==> src/rtl/rifl_rx_pkt_guard_pkg.sv <==
// Shared types and helpers for the RIFL receive packet guard:
// FSM state encoding, tkeep legality check and the terminator keep value.
package rifl_rx_pkt_pkg;

  typedef enum logic [1:0] {
    ST_IDLE  = 2'd0,
    ST_PASS  = 2'd1,
    ST_FLUSH = 2'd2,
    ST_DROP  = 2'd3
  } state_t;

  // Widest keep vector any lane configuration may hand to keep_legal().
  localparam int KEEP_MAX_W = 512;

  localparam logic [KEEP_MAX_W-1:0] KEEP_ONE  = KEEP_MAX_W'(1);
  localparam logic [KEEP_MAX_W-1:0] TERM_KEEP = KEEP_ONE;

  // Non-last beats must be full; a last beat must be 2^n-1 with 1 <= n <= nbytes.
  function automatic logic keep_legal(
    input logic [KEEP_MAX_W-1:0] keep,
    input logic                  last,
    input int                    nbytes
  );
    logic [KEEP_MAX_W-1:0] full;
    full = '0;
    for (int i = 0; i < KEEP_MAX_W; i++) begin
      full[i] = (i < nbytes);
    end
    if (!last) begin
      return keep == full;
    end
    return keep[0] && ((keep & (keep + KEEP_ONE)) == '0) && ((keep & ~full) == '0);
  endfunction

endpackage

==> src/rtl/rifl_rx_pkt_guard_if.sv <==
// Packed per-lane AXI-Stream bundle (payload, keep, last, user, valid/ready).
interface rifl_rx_pkt_guard_if #(
  parameter int PAYLOAD_WIDTH = 240
) ();
  logic [PAYLOAD_WIDTH-1:0]   tdata;
  logic [PAYLOAD_WIDTH/8-1:0] tkeep;
  logic                       tlast;
  logic                       tuser;
  logic                       tvalid;
  logic                       tready;

  modport master (output tdata, tkeep, tlast, tuser, tvalid, input tready);
  modport slave  (input tdata, tkeep, tlast, tuser, tvalid, output tready);
endinterface

==> src/rtl/rifl_axis_skid.sv <==
// Generic two-entry AXI-Stream register slice; in_ready is a pure register so
// there is no combinational path from out_ready back to the producer.
module rifl_axis_skid #(
  parameter int DATA_W = 240,
  parameter int KEEP_W = 30
) (
  input  logic              clk,
  input  logic              rst_n,
  input  logic              in_valid,
  output logic              in_ready,
  input  logic [DATA_W-1:0] in_data,
  input  logic [KEEP_W-1:0] in_keep,
  input  logic              in_last,
  input  logic              in_user,
  output logic              out_valid,
  input  logic              out_ready,
  output logic [DATA_W-1:0] out_data,
  output logic [KEEP_W-1:0] out_keep,
  output logic              out_last,
  output logic              out_user
);
  localparam int BUS_W = DATA_W + KEEP_W + 2;

  logic [BUS_W-1:0] in_bus;
  logic [BUS_W-1:0] out_bus_reg;
  logic [BUS_W-1:0] skid_bus_reg;
  logic             out_valid_reg;
  logic             skid_valid_reg;
  logic             in_ready_reg;
  logic             push;

  assign in_bus = {in_data, in_keep, in_last, in_user};
  assign push   = in_valid && in_ready_reg;

  always_ff @(posedge clk or negedge rst_n) begin
    if (!rst_n) begin
      out_bus_reg    <= '0;
      skid_bus_reg   <= '0;
      out_valid_reg  <= 1'b0;
      skid_valid_reg <= 1'b0;
      in_ready_reg   <= 1'b0;
    end else if (!out_valid_reg || out_ready) begin
      // Output slot frees up: the skid entry (if any) is always older than the input.
      if (skid_valid_reg) begin
        out_bus_reg    <= skid_bus_reg;
        out_valid_reg  <= 1'b1;
        skid_valid_reg <= 1'b0;
      end else begin
        out_valid_reg <= push;
        if (push) begin
          out_bus_reg <= in_bus;
        end
      end
      in_ready_reg <= 1'b1;
    end else if (push) begin
      skid_bus_reg   <= in_bus;
      skid_valid_reg <= 1'b1;
      in_ready_reg   <= 1'b0;
    end else begin
      in_ready_reg <= !skid_valid_reg;
    end
  end

  assign in_ready  = in_ready_reg;
  assign out_valid = out_valid_reg;
  assign {out_data, out_keep, out_last, out_user} = out_bus_reg;

endmodule

==> src/rtl/rifl_rx_pkt_guard.sv <==
// RIFL receive packet guard: enforces framing/keep rules and link-loss termination.
// Optional statistics counters are built only when RIFL_RX_PKT_STATS_EN is defined.
module rifl_rx_pkt_guard
  import rifl_rx_pkt_pkg::*;
#(
  parameter int PAYLOAD_WIDTH = 240,
  parameter int MAX_BEATS     = 64,
  parameter int STAT_WIDTH    = 32
) (
  input  logic                    clk,
  input  logic                    rst_n,
  input  logic                    rx_up,
  rifl_rx_pkt_guard_if.slave      s_axis,
  rifl_rx_pkt_guard_if.master     m_axis,
  output logic                    pkt_err,
  output logic [STAT_WIDTH-1:0]   pkt_cnt,
  output logic [STAT_WIDTH-1:0]   err_cnt
);
  localparam int KEEP_W = PAYLOAD_WIDTH / 8;
  localparam int BEAT_W = $clog2(MAX_BEATS + 1);

  state_t                   state_reg, state_next;
  logic [BEAT_W-1:0]        beat_cnt_reg, beat_cnt_next;
  logic                     rx_up_d_reg;

  logic                     skid_ready;
  logic                     push_valid;
  logic [PAYLOAD_WIDTH-1:0] push_data;
  logic [KEEP_W-1:0]        push_keep;
  logic                     push_last;
  logic                     push_user;

  logic                     s_hs;
  logic                     m_hs_last;
  logic                     keep_ok;
  logic                     max_hit;
  logic [BEAT_W-1:0]        beat_num;

  // DROP always sinks; FLUSH stalls the input while the terminator is queued.
  assign s_axis.tready = (state_reg == ST_DROP) || ((state_reg != ST_FLUSH) && skid_ready);
  assign s_hs          = s_axis.tvalid && s_axis.tready;

  assign beat_num = (state_reg == ST_IDLE) ? BEAT_W'(1) : beat_cnt_reg + BEAT_W'(1);
  assign keep_ok  = keep_legal(KEEP_MAX_W'(s_axis.tkeep), s_axis.tlast, KEEP_W);
  assign max_hit  = (beat_num == BEAT_W'(MAX_BEATS));

  always_comb begin
    state_next    = state_reg;
    beat_cnt_next = beat_cnt_reg;
    push_valid    = 1'b0;
    push_data     = s_axis.tdata;
    push_keep     = s_axis.tkeep;
    push_last     = s_axis.tlast;
    push_user     = 1'b0;
    case (state_reg)
      ST_IDLE, ST_PASS: begin
        if (s_hs) begin
          push_valid    = 1'b1;
          beat_cnt_next = beat_num;
          if (!keep_ok) begin
            push_last  = 1'b1;
            push_user  = 1'b1;
            state_next = s_axis.tlast ? ST_IDLE : ST_DROP;
          end else if (s_axis.tlast) begin
            state_next = ST_IDLE;
          end else if (max_hit) begin
            push_last  = 1'b1;
            push_user  = 1'b1;
            state_next = ST_DROP;
          end else begin
            state_next = (state_reg == ST_PASS && !rx_up) ? ST_FLUSH : ST_PASS;
          end
        end else if (state_reg == ST_PASS && !rx_up) begin
          state_next = ST_FLUSH;
        end
      end
      ST_FLUSH: begin
        push_valid = 1'b1;
        push_data  = '0;
        push_keep  = TERM_KEEP[KEEP_W-1:0];
        push_last  = 1'b1;
        push_user  = 1'b1;
        if (skid_ready) begin
          state_next = ST_DROP;
        end
      end
      ST_DROP: begin
        // A fresh link session also ends the discard, even without a tlast.
        if ((s_hs && s_axis.tlast) || (rx_up && !rx_up_d_reg)) begin
          state_next = ST_IDLE;
        end
      end
      default: state_next = ST_IDLE;
    endcase
  end

  always_ff @(posedge clk or negedge rst_n) begin
    if (!rst_n) begin
      state_reg    <= ST_IDLE;
      beat_cnt_reg <= '0;
      rx_up_d_reg  <= 1'b0;
    end else begin
      state_reg    <= state_next;
      beat_cnt_reg <= beat_cnt_next;
      rx_up_d_reg  <= rx_up;
    end
  end

  rifl_axis_skid #(
    .DATA_W (PAYLOAD_WIDTH),
    .KEEP_W (KEEP_W)
  ) u_skid (
    .clk       (clk),
    .rst_n     (rst_n),
    .in_valid  (push_valid),
    .in_ready  (skid_ready),
    .in_data   (push_data),
    .in_keep   (push_keep),
    .in_last   (push_last),
    .in_user   (push_user),
    .out_valid (m_axis.tvalid),
    .out_ready (m_axis.tready),
    .out_data  (m_axis.tdata),
    .out_keep  (m_axis.tkeep),
    .out_last  (m_axis.tlast),
    .out_user  (m_axis.tuser)
  );

  assign m_hs_last = m_axis.tvalid && m_axis.tready && m_axis.tlast;
  assign pkt_err   = m_hs_last && m_axis.tuser;

`ifdef RIFL_RX_PKT_STATS_EN
  logic [STAT_WIDTH-1:0] pkt_cnt_reg;
  logic [STAT_WIDTH-1:0] err_cnt_reg;

  always_ff @(posedge clk or negedge rst_n) begin
    if (!rst_n) begin
      pkt_cnt_reg <= '0;
      err_cnt_reg <= '0;
    end else if (m_hs_last) begin
      if (pkt_cnt_reg != '1) begin
        pkt_cnt_reg <= pkt_cnt_reg + 1'b1;
      end
      if (m_axis.tuser && err_cnt_reg != '1) begin
        err_cnt_reg <= err_cnt_reg + 1'b1;
      end
    end
  end

  assign pkt_cnt = pkt_cnt_reg;
  assign err_cnt = err_cnt_reg;
`else
  assign pkt_cnt = '0;
  assign err_cnt = '0;
`endif

endmodule

==> src/flat_wrapper.sv <==
// flat-port wrapper written by rule: the top's interface ports become plain ports
module rifl_rx_pkt_guard_flat import rifl_rx_pkt_pkg::*;
#(
  parameter int PAYLOAD_WIDTH = 240,
  parameter int MAX_BEATS     = 64,
  parameter int STAT_WIDTH    = 32
)
  (clk, rst_n, rx_up, pkt_err, pkt_cnt, err_cnt, s_axis_tdata, s_axis_tkeep, s_axis_tlast, s_axis_tuser, s_axis_tvalid, s_axis_tready, m_axis_tdata, m_axis_tkeep, m_axis_tlast, m_axis_tuser, m_axis_tvalid, m_axis_tready);
  rifl_rx_pkt_guard_if #(.PAYLOAD_WIDTH(PAYLOAD_WIDTH)) s_axis_i ();
  rifl_rx_pkt_guard_if #(.PAYLOAD_WIDTH(PAYLOAD_WIDTH)) m_axis_i ();
  input  logic clk;
  input  logic rst_n;
  input  logic rx_up;
  output logic pkt_err;
  output logic [STAT_WIDTH-1:0] pkt_cnt;
  output logic [STAT_WIDTH-1:0] err_cnt;
  input wire logic [$bits(s_axis_i.tdata)-1:0] s_axis_tdata;
  input wire logic [$bits(s_axis_i.tkeep)-1:0] s_axis_tkeep;
  input wire logic [$bits(s_axis_i.tlast)-1:0] s_axis_tlast;
  input wire logic [$bits(s_axis_i.tuser)-1:0] s_axis_tuser;
  input wire logic [$bits(s_axis_i.tvalid)-1:0] s_axis_tvalid;
  output wire logic [$bits(s_axis_i.tready)-1:0] s_axis_tready;
  output wire logic [$bits(m_axis_i.tdata)-1:0] m_axis_tdata;
  output wire logic [$bits(m_axis_i.tkeep)-1:0] m_axis_tkeep;
  output wire logic [$bits(m_axis_i.tlast)-1:0] m_axis_tlast;
  output wire logic [$bits(m_axis_i.tuser)-1:0] m_axis_tuser;
  output wire logic [$bits(m_axis_i.tvalid)-1:0] m_axis_tvalid;
  input wire logic [$bits(m_axis_i.tready)-1:0] m_axis_tready;
  assign s_axis_i.tdata = s_axis_tdata;
  assign s_axis_i.tkeep = s_axis_tkeep;
  assign s_axis_i.tlast = s_axis_tlast;
  assign s_axis_i.tuser = s_axis_tuser;
  assign s_axis_i.tvalid = s_axis_tvalid;
  assign s_axis_tready = s_axis_i.tready;
  assign m_axis_tdata = m_axis_i.tdata;
  assign m_axis_tkeep = m_axis_i.tkeep;
  assign m_axis_tlast = m_axis_i.tlast;
  assign m_axis_tuser = m_axis_i.tuser;
  assign m_axis_tvalid = m_axis_i.tvalid;
  assign m_axis_i.tready = m_axis_tready;
  rifl_rx_pkt_guard #(.PAYLOAD_WIDTH(PAYLOAD_WIDTH), .MAX_BEATS(MAX_BEATS), .STAT_WIDTH(STAT_WIDTH)) u_core (.clk(clk), .rst_n(rst_n), .rx_up(rx_up), .s_axis(s_axis_i), .m_axis(m_axis_i), .pkt_err(pkt_err), .pkt_cnt(pkt_cnt), .err_cnt(err_cnt));
endmodule
==> config.mk <==
export PLATFORM = sky130hd
export DESIGN_NAME = rifl_rx_pkt_guard_flat
export DESIGN_NICKNAME = d
export VERILOG_FILES = /design/src/rtl/rifl_rx_pkt_guard_pkg.sv /design/src/rtl/rifl_rx_pkt_guard_if.sv /design/src/rtl/rifl_axis_skid.sv /design/src/rtl/rifl_rx_pkt_guard.sv /design/src/flat_wrapper.sv
export SDC_FILE = /design/constraint.sdc
export NUM_CORES = 1
export LEC_CHECK = 0
export CELL_PAD_IN_SITES_DETAIL_PLACEMENT = 1
export CELL_PAD_IN_SITES_GLOBAL_PLACEMENT = 1
export CORE_MARGIN = 2
export CORE_UTILIZATION = 39
export DETAILED_ROUTE_END_ITERATION = 8
export GPL_ROUTABILITY_DRIVEN = 0
export HOLD_SLACK_MARGIN = 0.03
export PLACE_DENSITY = 0.84
export SLEW_MARGIN = 0
export SYNTH_ARGS = -nofsm -noshare
export SYNTH_HDL_FRONTEND = slang
export SYNTH_SLANG_ARGS = --single-unit
==> constraint.sdc <==
create_clock -name clk -period 6.1 [get_ports clk]
set_clock_uncertainty 0.1 [all_clocks]
set_input_delay 1.22 -clock clk [delete_from_list [all_inputs] [get_ports clk]]
set_output_delay 1.22 -clock clk [all_outputs]
set_load 0.05 [all_outputs]
==> reports/summary.txt <==
Adder-Cell Fraction of Synth Area -> 0.0005135
die width -> 254.0 microns
first-pass GRT wire length -> 129500 microns
Placement Cell Area -> 0.03012 sq mm
async set-reset flop share out of synthesis -> 1.000
Setup Viol. Count Final -> 0
Post-synth top flop -> dfrtp_1
PostCTS Resize Cnt -> 0
Clk network pwr share -> 0.187
post-CTS setup buffers -> 0
initial DRC count -> 1262
compound-cell area share of the yosys netlist -> 0.1830
largest family of logic cells by synthesized area -> simple AND/OR/NAND/NOR gates
full die area -> 0.06449 sq mm
largest net degree at the start of global routing -> 218
Ports -> 616
Worst setup SP type -> input port
HP Class -> reg2reg
P_int -> 10500 uW
logic gate share of total power -> 0.502
initial antenna violation count -> 25
IO Port Bufs -> 550
Leak -> 0.01466 uW
PnR worst setup slack -> 2026 ps
CP arrival -> 2750 ps
proportion of synthesized area in mux cells -> 0.0004108
TNS Setup -> 0 ps
initial core utilization -> 0.3948
cell mode on critical path -> clkdlybuf4s50_1
DRC -> 0
EDFF count, synth -> 0
Yosys cell types -> 55
fillers -> 7198
share of cells above drive strength 1 -> 0.03674
Site Rows -> 91
M1 WL -> 31660 microns
FMAX -> 0.2455 GHz
Total Wirelength -> 83070 microns
Crit path required time -> 4780 ps
DP Wirelength -> 54730 microns
status -> complete, no violations
sw power -> 9583 uW
final instance area -> 0.03219 sq mm
Synth Area in Simple Gates -> 0.1847
Vias/cell -> 5.233
Hold Slack -> 384.0 ps
Mean Syn Cell Area -> 8.455 sq um
ordered list of cells on the worst path -> clkdlybuf4s50_1, and4_1, clkdlybuf4s50_1
CTS tree -> yes
gr usage total -> 0.2514
area leader, netlist -> dfrtp_1
Worst Max-Slew Pin Slew -> 1327 ps
Final Hold Viols -> 0
Num Clock Sinks -> 557
total congestion overflow -> 0
Final Max Tran Viols -> 0
relative slew slack -> 0.1151
Hold Buf Count CTS -> 0
vias -> 21993
top post-synthesis cells by area -> dfrtp_1 (57%), nand2_1 (13%), o21ai_1 (11%)
Sw Ratio -> 0.4772
latest clock arrival within the worst-skew pair -> 630 ps
Crit. End Element -> primary output
Yosys reg bits -> 557
Core Box Area -> 0.06171 sq mm
Die Y-Extent -> 254.0 microns
Max Buffers Root-to-Sink -> 3
Max stage delay on crit path -> 810 ps
Area Overhead vs Synth -> 32.12%
mapped cell area -> 0.02437 sq mm
Final Cycle Share -> 0.6678
Warnings, synthesis -> 0
Max Used Layer -> met5
worst-path fanout max -> 3
Wirelength per Cell -> 19.76 microns
Root Buffer -> clkbuf_16
Power Dens Cells -> 623.8 mW/mm^2
minimum clock period -> 4074 ps
register area share after synthesis -> 0.5720
met3 wire length -> 5363 microns
peak supply drop -> 0.3886 mV
clock-pin slew on the worst setup and hold paths -> 50 ps
CTS H-Tree Depth -> 2
Routed met2 length -> 41700 microns
RSZ-0062 raised after global routing -> no
Post-DRT Antenna Nets -> 0
sequential share of power -> 0.311
Initial DRT Pass Iterations -> 5
pre-CTS setup slack -> 1853 ps
fin util -> 0.5217
vias in the first global route -> 23662
Yosys top cell area share -> 0.5720
Synth Area in XOR/XNOR -> 0.0007189
CTS buffer count -> 61
Post-layout nets -> 3578
max-cap violation count -> 0
CP max stage cell -> clkdlybuf4s50_1
Syn Inst Count -> 2882
kind of critical path -> in2out
==> critical path, delay by kind of cell <==
family	cells	cell delay, ps
simple gates	1	190
buf+inv	2	1330
==> metal layers <==
| layer | vias up | global-route usage |
|---|---|---|
| met1 | 10912 | 0.2881 |
| met3 | 217 | 0.06801 |
| li1 | 10277 | - |
| met5 | - | 0 |
| met4 | 18 | 0.1205 |
| met2 | 569 | 0.4347 |
==> through the flow <==
stage	total power, uW	instances
after floorplan	12930	2945
after global placement	15790	4074
after detailed placement	16340	4074
after CTS	20260	4185
after global routing	21360	4198
final	20080	4203
==> final timing paths <==
path	startpoint	end	slack [ps]	cells past startpoint
worst min-delay path	u_core.u_skid.skid_bus_reg[129]$_DFFE_PN0P_	u_core.u_skid.skid_bus_reg[129]$_DFFE_PN0P_	380	2
worst max register to register	u_core.state_reg[0]$_DFFE_PN0P_	u_core.u_skid.out_bus_reg[160]$_DFFE_PN0P_	2790	7
min in group asynchronous	rst_n	u_core.u_skid.out_bus_reg[70]$_DFFE_PN0P_	490	1
worst max-delay path	m_axis_tready	pkt_err	2030	3
worst min register to register	u_core.u_skid.skid_bus_reg[129]$_DFFE_PN0P_	u_core.u_skid.skid_bus_reg[129]$_DFFE_PN0P_	380	2
max in group asynchronous	rst_n	u_core.u_skid.out_bus_reg[46]$_DFFE_PN0P_	4070	2
==> Yosys cell counts (all sizes together), types with 2 or more instances <==
| cell type | count |
|---|---|
| a211oi | 2 |
| and3 | 6 |
| a31oi | 3 |
| a21oi | 276 |
| nand2 | 834 |
| and4 | 6 |
| nor3 | 3 |
| dfrtp | 557 |
| xnor2 | 2 |
| nand2b | 4 |
| nor2 | 284 |
| o211ai | 2 |
| nand4 | 3 |
| o31ai | 6 |
| clkbuf | 147 |
| o21ai | 564 |
| nand3 | 8 |
| nor2b | 5 |
| nor4 | 2 |
| o2111ai | 4 |
| inv | 10 |
| buf | 132 |
| o32a | 2 |
==> final cells by class <==
cell class	instances	area (sq um)	area share
Clock inverter	11	161.4	0.005014
Multi-Input combinational cell	2099	9264	0.2878
Inverter	10	37.54	0.001166
Clock buffer	100	1866	0.05795
Sequential cell	557	13940	0.4331
Timing Repair Buffer	571	5831	0.1811
Antenna cell	18	45.04	0.001399
Tap cell	837	1047	0.03253
==> power groups by stage <==
stage | logic [uW] | clock network (uW) | registers [uW]
floorplan | 4250 | 0 | 8680
global placement | 9650 | 0 | 6140
detailed placement | 10100 | 0 | 6280
CTS | 10200 | 3840 | 6250
global route | 11000 | 3970 | 6430
finish | 10100 | 3750 | 6250
==> cells in the final DEF, fill, tap and decap left out, types with 2 or more instances in the layout <==
| cell type | count |
|---|---|
| a31oi_1 | 3 |
| clkbuf_1 | 22 |
| and3_1 | 5 |
| nor2_1 | 284 |
| a21oi_1 | 276 |
| o21ai_0 | 20 |
| nor2b_1 | 4 |
| clkdlybuf4s50_1 | 549 |
| nand3_1 | 7 |
| o31ai_1 | 6 |
| buf_4 | 8 |
| a211oi_1 | 2 |
| diode_2 | 18 |
| dfrtp_1 | 556 |
| buf_12 | 13 |
| bufinv_16 | 4 |
| inv_1 | 10 |
| o21ai_1 | 543 |
| o32a_1 | 2 |
| nand2b_1 | 3 |
| nor3_1 | 3 |
| and4_1 | 5 |
| conb_1 | 64 |
| nand2_1 | 833 |
| nand4_1 | 3 |
| clkbuf_16 | 63 |
| clkbuf_8 | 15 |
| xnor2_1 | 2 |
| clkinv_2 | 5 |
| o2111ai_1 | 4 |
==> cells by family (layout without fill, tap and decap cells) <==
kind of cell | count (synthesis) | count (layout)
mux | 1 | 1
compound gates | 871 | 871
xor+xnor | 2 | 2
other cells | 1 | 82
flops | 557 | 557
buf+inv | 289 | 692
simple gates | 1160 | 1160
fa+ha+maj | 1 | 1
Power figures use the tool's default switching activity.
==> RTL edit 1: new RTL, config.mk and constraints unchanged <==
Re-encode `state_t` (4 states) as one-hot, 4 bits wide.
--- a/src/rtl/rifl_rx_pkt_guard_pkg.sv
+++ b/src/rtl/rifl_rx_pkt_guard_pkg.sv
@@ -4,7 +4,7 @@
 
-  typedef enum logic [1:0] {
-    ST_IDLE  = 2'd0,
-    ST_PASS  = 2'd1,
-    ST_FLUSH = 2'd2,
-    ST_DROP  = 2'd3
+  typedef enum logic [3:0] {
+    ST_IDLE  = 4'b0001,
+    ST_PASS  = 4'b0010,
+    ST_FLUSH = 4'b0100,
+    ST_DROP  = 4'b1000
   } state_t;
Check against the original RTL: no difference found for any inputs over 4 cycles, from zero or initial values and one cycle with rst_n low; so few cycles prove little.
==> RTL edit 1 against the original RTL <==
  * Sequential cell count is 2 higher
  * Cell area about the same
  * Wire length fell by 0.59%
  * Power is 3.4% lower
  * Critical endpoint unchanged
  * Largest power group unchanged
  * Fmax rose by 0.29%
  * Via count down 0.31%
  * Largest cell class unchanged
  * Worst setup slack better by 12 ps
  * Synthesized area grew 0.66%
  * First-iteration DRC count rose by 3.3%
==> RTL edit 1: results (changes against the original RTL) <==
- The flow ran to the end, and the final reports show no timing, DRC or antenna violations.
- The post-layout worst setup margin came to 2040 ps (+11.7 ps).
- The number of combinational gates with multiple inputs is 2101 (+0.095%).
- The global-route wire length before repair is 128000 um (-1.2%).
- The mux cell area share after synthesis came to 0.00250 (+0.00209).
- The worst-case register-to-register setup slack is 2720 ps (-70 ps).
- The all-layer global routing usage is 0.248 (-0.00315).
- The switching power total is 0.00907 W (-5.3%).
- The portion of the layout cell area used by non-clock buffers is 0.179 (-0.00170).
- The fill cell instance count of the final layout is 7256 (+0.81%).
- The standard cell area after detailed placement is 0.0302 mm^2 (+0.11%).
- The routed wirelength normalized by instance count is 19.7 um (-0.44%).
- In this run the critical register-to-register path is captured at u_core.u_skid.out_bus_reg[37].
- The number of library cell types mapped by synthesis came to 56 (+1.8%).
- The register area share after synthesis is 0.570 (-0.00167).
- The number of inverters outside the clock class in the layout is 8 (-2).
- The power in combinational cells came to 0.00927 W (-8%).
- The maximum fanout count along the critical path is 2 (-1).
- The worst slack after detailed placement is 2040 ps (+188 ps).
- The initial DRC count is 1304 (+3.3%).
- The met1 layer usage reported by global route came to 0.282 (-0.00629).
- The final routed wirelength across all metal layers is 82600 um (-0.59%).
- The synthesized-area fraction occupied by ao, oa, aoi and oai cells came to 0.180 (-0.00340).
- Counting instances in the post-synthesis netlist gives the leading cell types as sky130_fd_sc_hd__nand2_1 (833), sky130_fd_sc_hd__o21ai_0 (559), sky130_fd_sc_hd__dfrtp_1 (558).
- The slew at the pin with the worst max-slew slack came to 1120 ps (-212 ps).
- The number of sinks handled by clock tree synthesis is 559 (+0.36%).
- The non-clock buffer total of the final layout is 567 (-0.70%).
- Compared with the post-synthesis result, the final layout area differs by 31.2%.
- The xor/xnor share of the synthesized area was 0.000357 (-0.000362).
- The static leakage is 15.0 nW (+2.3%).
- The global routing met2 resource utilization was 0.428 (-0.00640).
- The adder and majority cell fraction of the synthesized area is 0.000510 (-0.00000338).
- The via count of the first global-routing pass came to 23500 (-0.61%).
- The flip-flop and latch share of the layout cell area is 0.435 (+0.00163).
## RTL edit 1: cell types whose count changed after synthesis, moves of 3 or more
| cell | change |
|---|---|
| sky130_fd_sc_hd__and4_1 | -3 |
| sky130_fd_sc_hd__buf_1 | -9 |
| sky130_fd_sc_hd__buf_2 | +14 |
| sky130_fd_sc_hd__buf_4 | +16 |
| sky130_fd_sc_hd__clkbuf_1 | -22 |
| sky130_fd_sc_hd__mux2i_1 | +4 |
| sky130_fd_sc_hd__nand2b_1 | +3 |
| sky130_fd_sc_hd__o2111ai_1 | -3 |
| sky130_fd_sc_hd__o21ai_0 | +539 |
| sky130_fd_sc_hd__o21ai_1 | -541 |
## RTL edit 1: per-layer routing
metal | up-vias | part of all wire | routed length, um
met5 | - | 0.0012 | 96
met4 | 14 | 0.046 | 3820
met3 | 201 | 0.072 | 5910
met2 | 597 | 0.50 | 41500
met1 | 10900 | 0.38 | 31300
li1 | 10200 | - | -
==> RTL edit 2: new RTL, same flow settings <==
Made on the original files. `PAYLOAD_WIDTH` is set to 240 in 3 places; all go to 360.
--- a/src/rtl/rifl_rx_pkt_guard_if.sv
+++ b/src/rtl/rifl_rx_pkt_guard_if.sv
@@ -2,3 +2,3 @@
 interface rifl_rx_pkt_guard_if #(
-  parameter int PAYLOAD_WIDTH = 240
+  parameter int PAYLOAD_WIDTH = 360
 ) ();
--- a/src/rtl/rifl_rx_pkt_guard.sv
+++ b/src/rtl/rifl_rx_pkt_guard.sv
@@ -5,3 +5,3 @@
 #(
-  parameter int PAYLOAD_WIDTH = 240,
+  parameter int PAYLOAD_WIDTH = 360,
   parameter int MAX_BEATS     = 64,
--- a/src/flat_wrapper.sv
+++ b/src/flat_wrapper.sv
@@ -3,3 +3,3 @@
 #(
-  parameter int PAYLOAD_WIDTH = 240,
+  parameter int PAYLOAD_WIDTH = 360,
   parameter int MAX_BEATS     = 64,
Ports: changed (resized m_axis_tdata, m_axis_tkeep, s_axis_tdata and s_axis_tkeep); port bits go from 616 to 886. The function was not compared with the original's and may differ.
==> RTL edit 2 against the original RTL <==
  * Power rose by 48%
  * Wire length rose by 54%
  * Worst setup slack got worse by 150 ps
  * Sequential cell count rose by 270
  * Cell count rose by 47%
  * Combinational power rose by 45%
  * Critical path depth did not move
  * Synthesized area rose by 46%
  * Worst hold slack got worse by 9.4 ps
  * Synthesized cell count rose by 46%
  * Die area rose by 45%
  * Cell area rose by 48%
  * Critical path type unchanged
  * Largest power group unchanged
==> RTL edit 2: results (changes against the original RTL) <==
- In the post-synthesis netlist, the biggest area contributors are sky130_fd_sc_hd__dfrtp_1 (58%), sky130_fd_sc_hd__nand2_1 (13%), sky130_fd_sc_hd__o21ai_0 (12%), sky130_fd_sc_hd__a21oi_1 (5.8%), sky130_fd_sc_hd__nor2_1 (4.4%).
- Ranked by instance count, the synthesized netlist is headed by sky130_fd_sc_hd__nand2_1 (1242), sky130_fd_sc_hd__o21ai_0 (834), sky130_fd_sc_hd__dfrtp_1 (827).
- The endpoint arrival time on the critical path is 2910 ps (+160 ps).
- The all-layer global routing usage is 0.267 (+0.0155).
- The initial DRC count is 2133 (+69%).
- The worst-case register-to-register setup slack is 2560 ps (-230 ps).
- The met3 track demand over resource is 0.0625 (-0.00552).
- The maximum fanout count along the critical path is 2 (-1).
- The global routing met2 resource utilization is 0.453 (+0.0180).
- The worst-case reg-to-reg path depth was 7 (unchanged).
- The count of H-tree levels built during CTS is 3 (+1).
- The static leakage is 21.8 nW (+49%).
- The met1 layer usage reported by global route is 0.304 (+0.0156).
- The half-perimeter wire length after placement came to 85600 um (+56%).
- The fraction of registers with async set or reset after synthesis was 1.00 (unchanged).
- The via count of the first global-routing pass is 34100 (+44%).
- The number of buffers added on ports is 820 (+49%).
- The headroom to the max-slew limit came to 0.311 (+0.196).
- In this run the critical register-to-register path is captured at u_core.u_skid.skid_bus_reg[36].
- The fill cell instance count of the final layout is 10500 (+46%).
- The longest individual stage delay on the worst path is 990 ps (+180 ps).
- The worst ir drop on vdd is 0.000323 V (-17%).
- The register area share after synthesis came to 0.581 (+0.00898).
- The number of instances resized during post-cts repair came to 0 (unchanged).
- The startpoint identified for the worst hold timing path is u_core.u_skid.out_bus_reg[147].
- The number of antenna violations at the first check in global routing is 50 (+100%).
- The largest net degree at the start of global routing came to 197 (-9.6%).
- The timing endpoint of the critical path is pkt_err.
- The global-route wire length before repair was 196000 um (+52%).
- The run finished with clean final reports.
- The total CTS buffers was 94 (+54%).
- The later-pin clock latency in the skew report is 670 ps (+40 ps).
- The number of nets in the finished design is 5281 (+48%).
- The routed wirelength normalized by instance count came to 20.7 um (+4.7%).
- The share of post-route cells with drive strength above 1 is 0.0437 (+0.00700).
- The count of TritonRoute iterations in the first routing pass is 7 (+2).
[RTL edit 2: cell count changes after synthesis, sizes merged, moves of 6 or more]
cell    delta
and3       -6
clkbuf   +107
dfrtp    +270
o21ai    +271
nand4      +7
nor2     +135
nand2    +410
a21oi    +140
[RTL edit 2: metal layers]
layer,share of wire,up-vias
li1,-,15200
met1,0.38,16100
met2,0.50,863
met3,0.055,317
met4,0.061,8
met5,0.00041,-
[RTL edit 2: worst min path at each step]
stage,to,slack (ps)
6_report,u_core.u_skid.out_bus_reg[147],370
5_1_grt,u_core.u_skid.out_bus_reg[283],390
4_1_cts,u_core.u_skid.out_bus_reg[285],380
3_5_place_dp,u_core.u_skid.out_bus_reg[400],370
3_3_place_gp,u_core.u_skid.out_bus_reg[243],360
2_1_floorplan,u_core.u_skid.skid_bus_reg[0],350
[RTL edit 2: final cells by class]
| class | count | area, um^2 | share of cell area |
|---|---|---|---|
| sequential | 827 | 20700 | 0.433 |
| multi-input combinational | 3063 | 13400 | 0.281 |
| timing repair buffer | 870 | 8850 | 0.185 |
| clock buffer | 144 | 2830 | 0.0593 |
| tap | 1176 | 1470 | 0.0308 |
| clock inverter | 23 | 340 | 0.00712 |
| antenna | 48 | 120 | 0.00251 |
| inverter | 12 | 45.0 | 0.000943 |
[RTL edit 2: cell families after synthesis]
group           count (synthesis)  synth area share
other cells                     1          0.000105
buf+inv                       393            0.0498
flops                         827             0.581
mux                             3          0.000948
simple gates                 1718             0.185
compound gates               1277             0.182
fa+ha+maj                       1          0.000351
[RTL edit 2: worst reg2reg max path, cell delays in order (launching register included)]
cell	delay, ps
sky130_fd_sc_hd__dfrtp_1	450
sky130_fd_sc_hd__inv_1	250
sky130_fd_sc_hd__nand2_8	540
sky130_fd_sc_hd__a21boi_2	550
sky130_fd_sc_hd__nand2_4	570
sky130_fd_sc_hd__buf_12	450
sky130_fd_sc_hd__nand2_1	370
sky130_fd_sc_hd__o21ai_0	120
[RTL edit 2: power breakdown]
part           switching, W  total [W]  internal [W]
clock               0.00233    0.00585       0.00352
combinational        0.0104     0.0146       0.00423
sequential          0.00137    0.00924       0.00787
total                0.0141     0.0297        0.0156
[RTL edit 2: metrics by stage]
step                cell area, um^2  cells  setup WS [ps]  utilization
floorplan                     35900   4283           3080            -
global placement              44500   5948           1890        0.493
detailed placement            44500   5948           1790        0.493
CTS                           47700   6115           1860        0.528
global route                  47800   6162           1850        0.529
finish                        47800   6163           1870        0.529
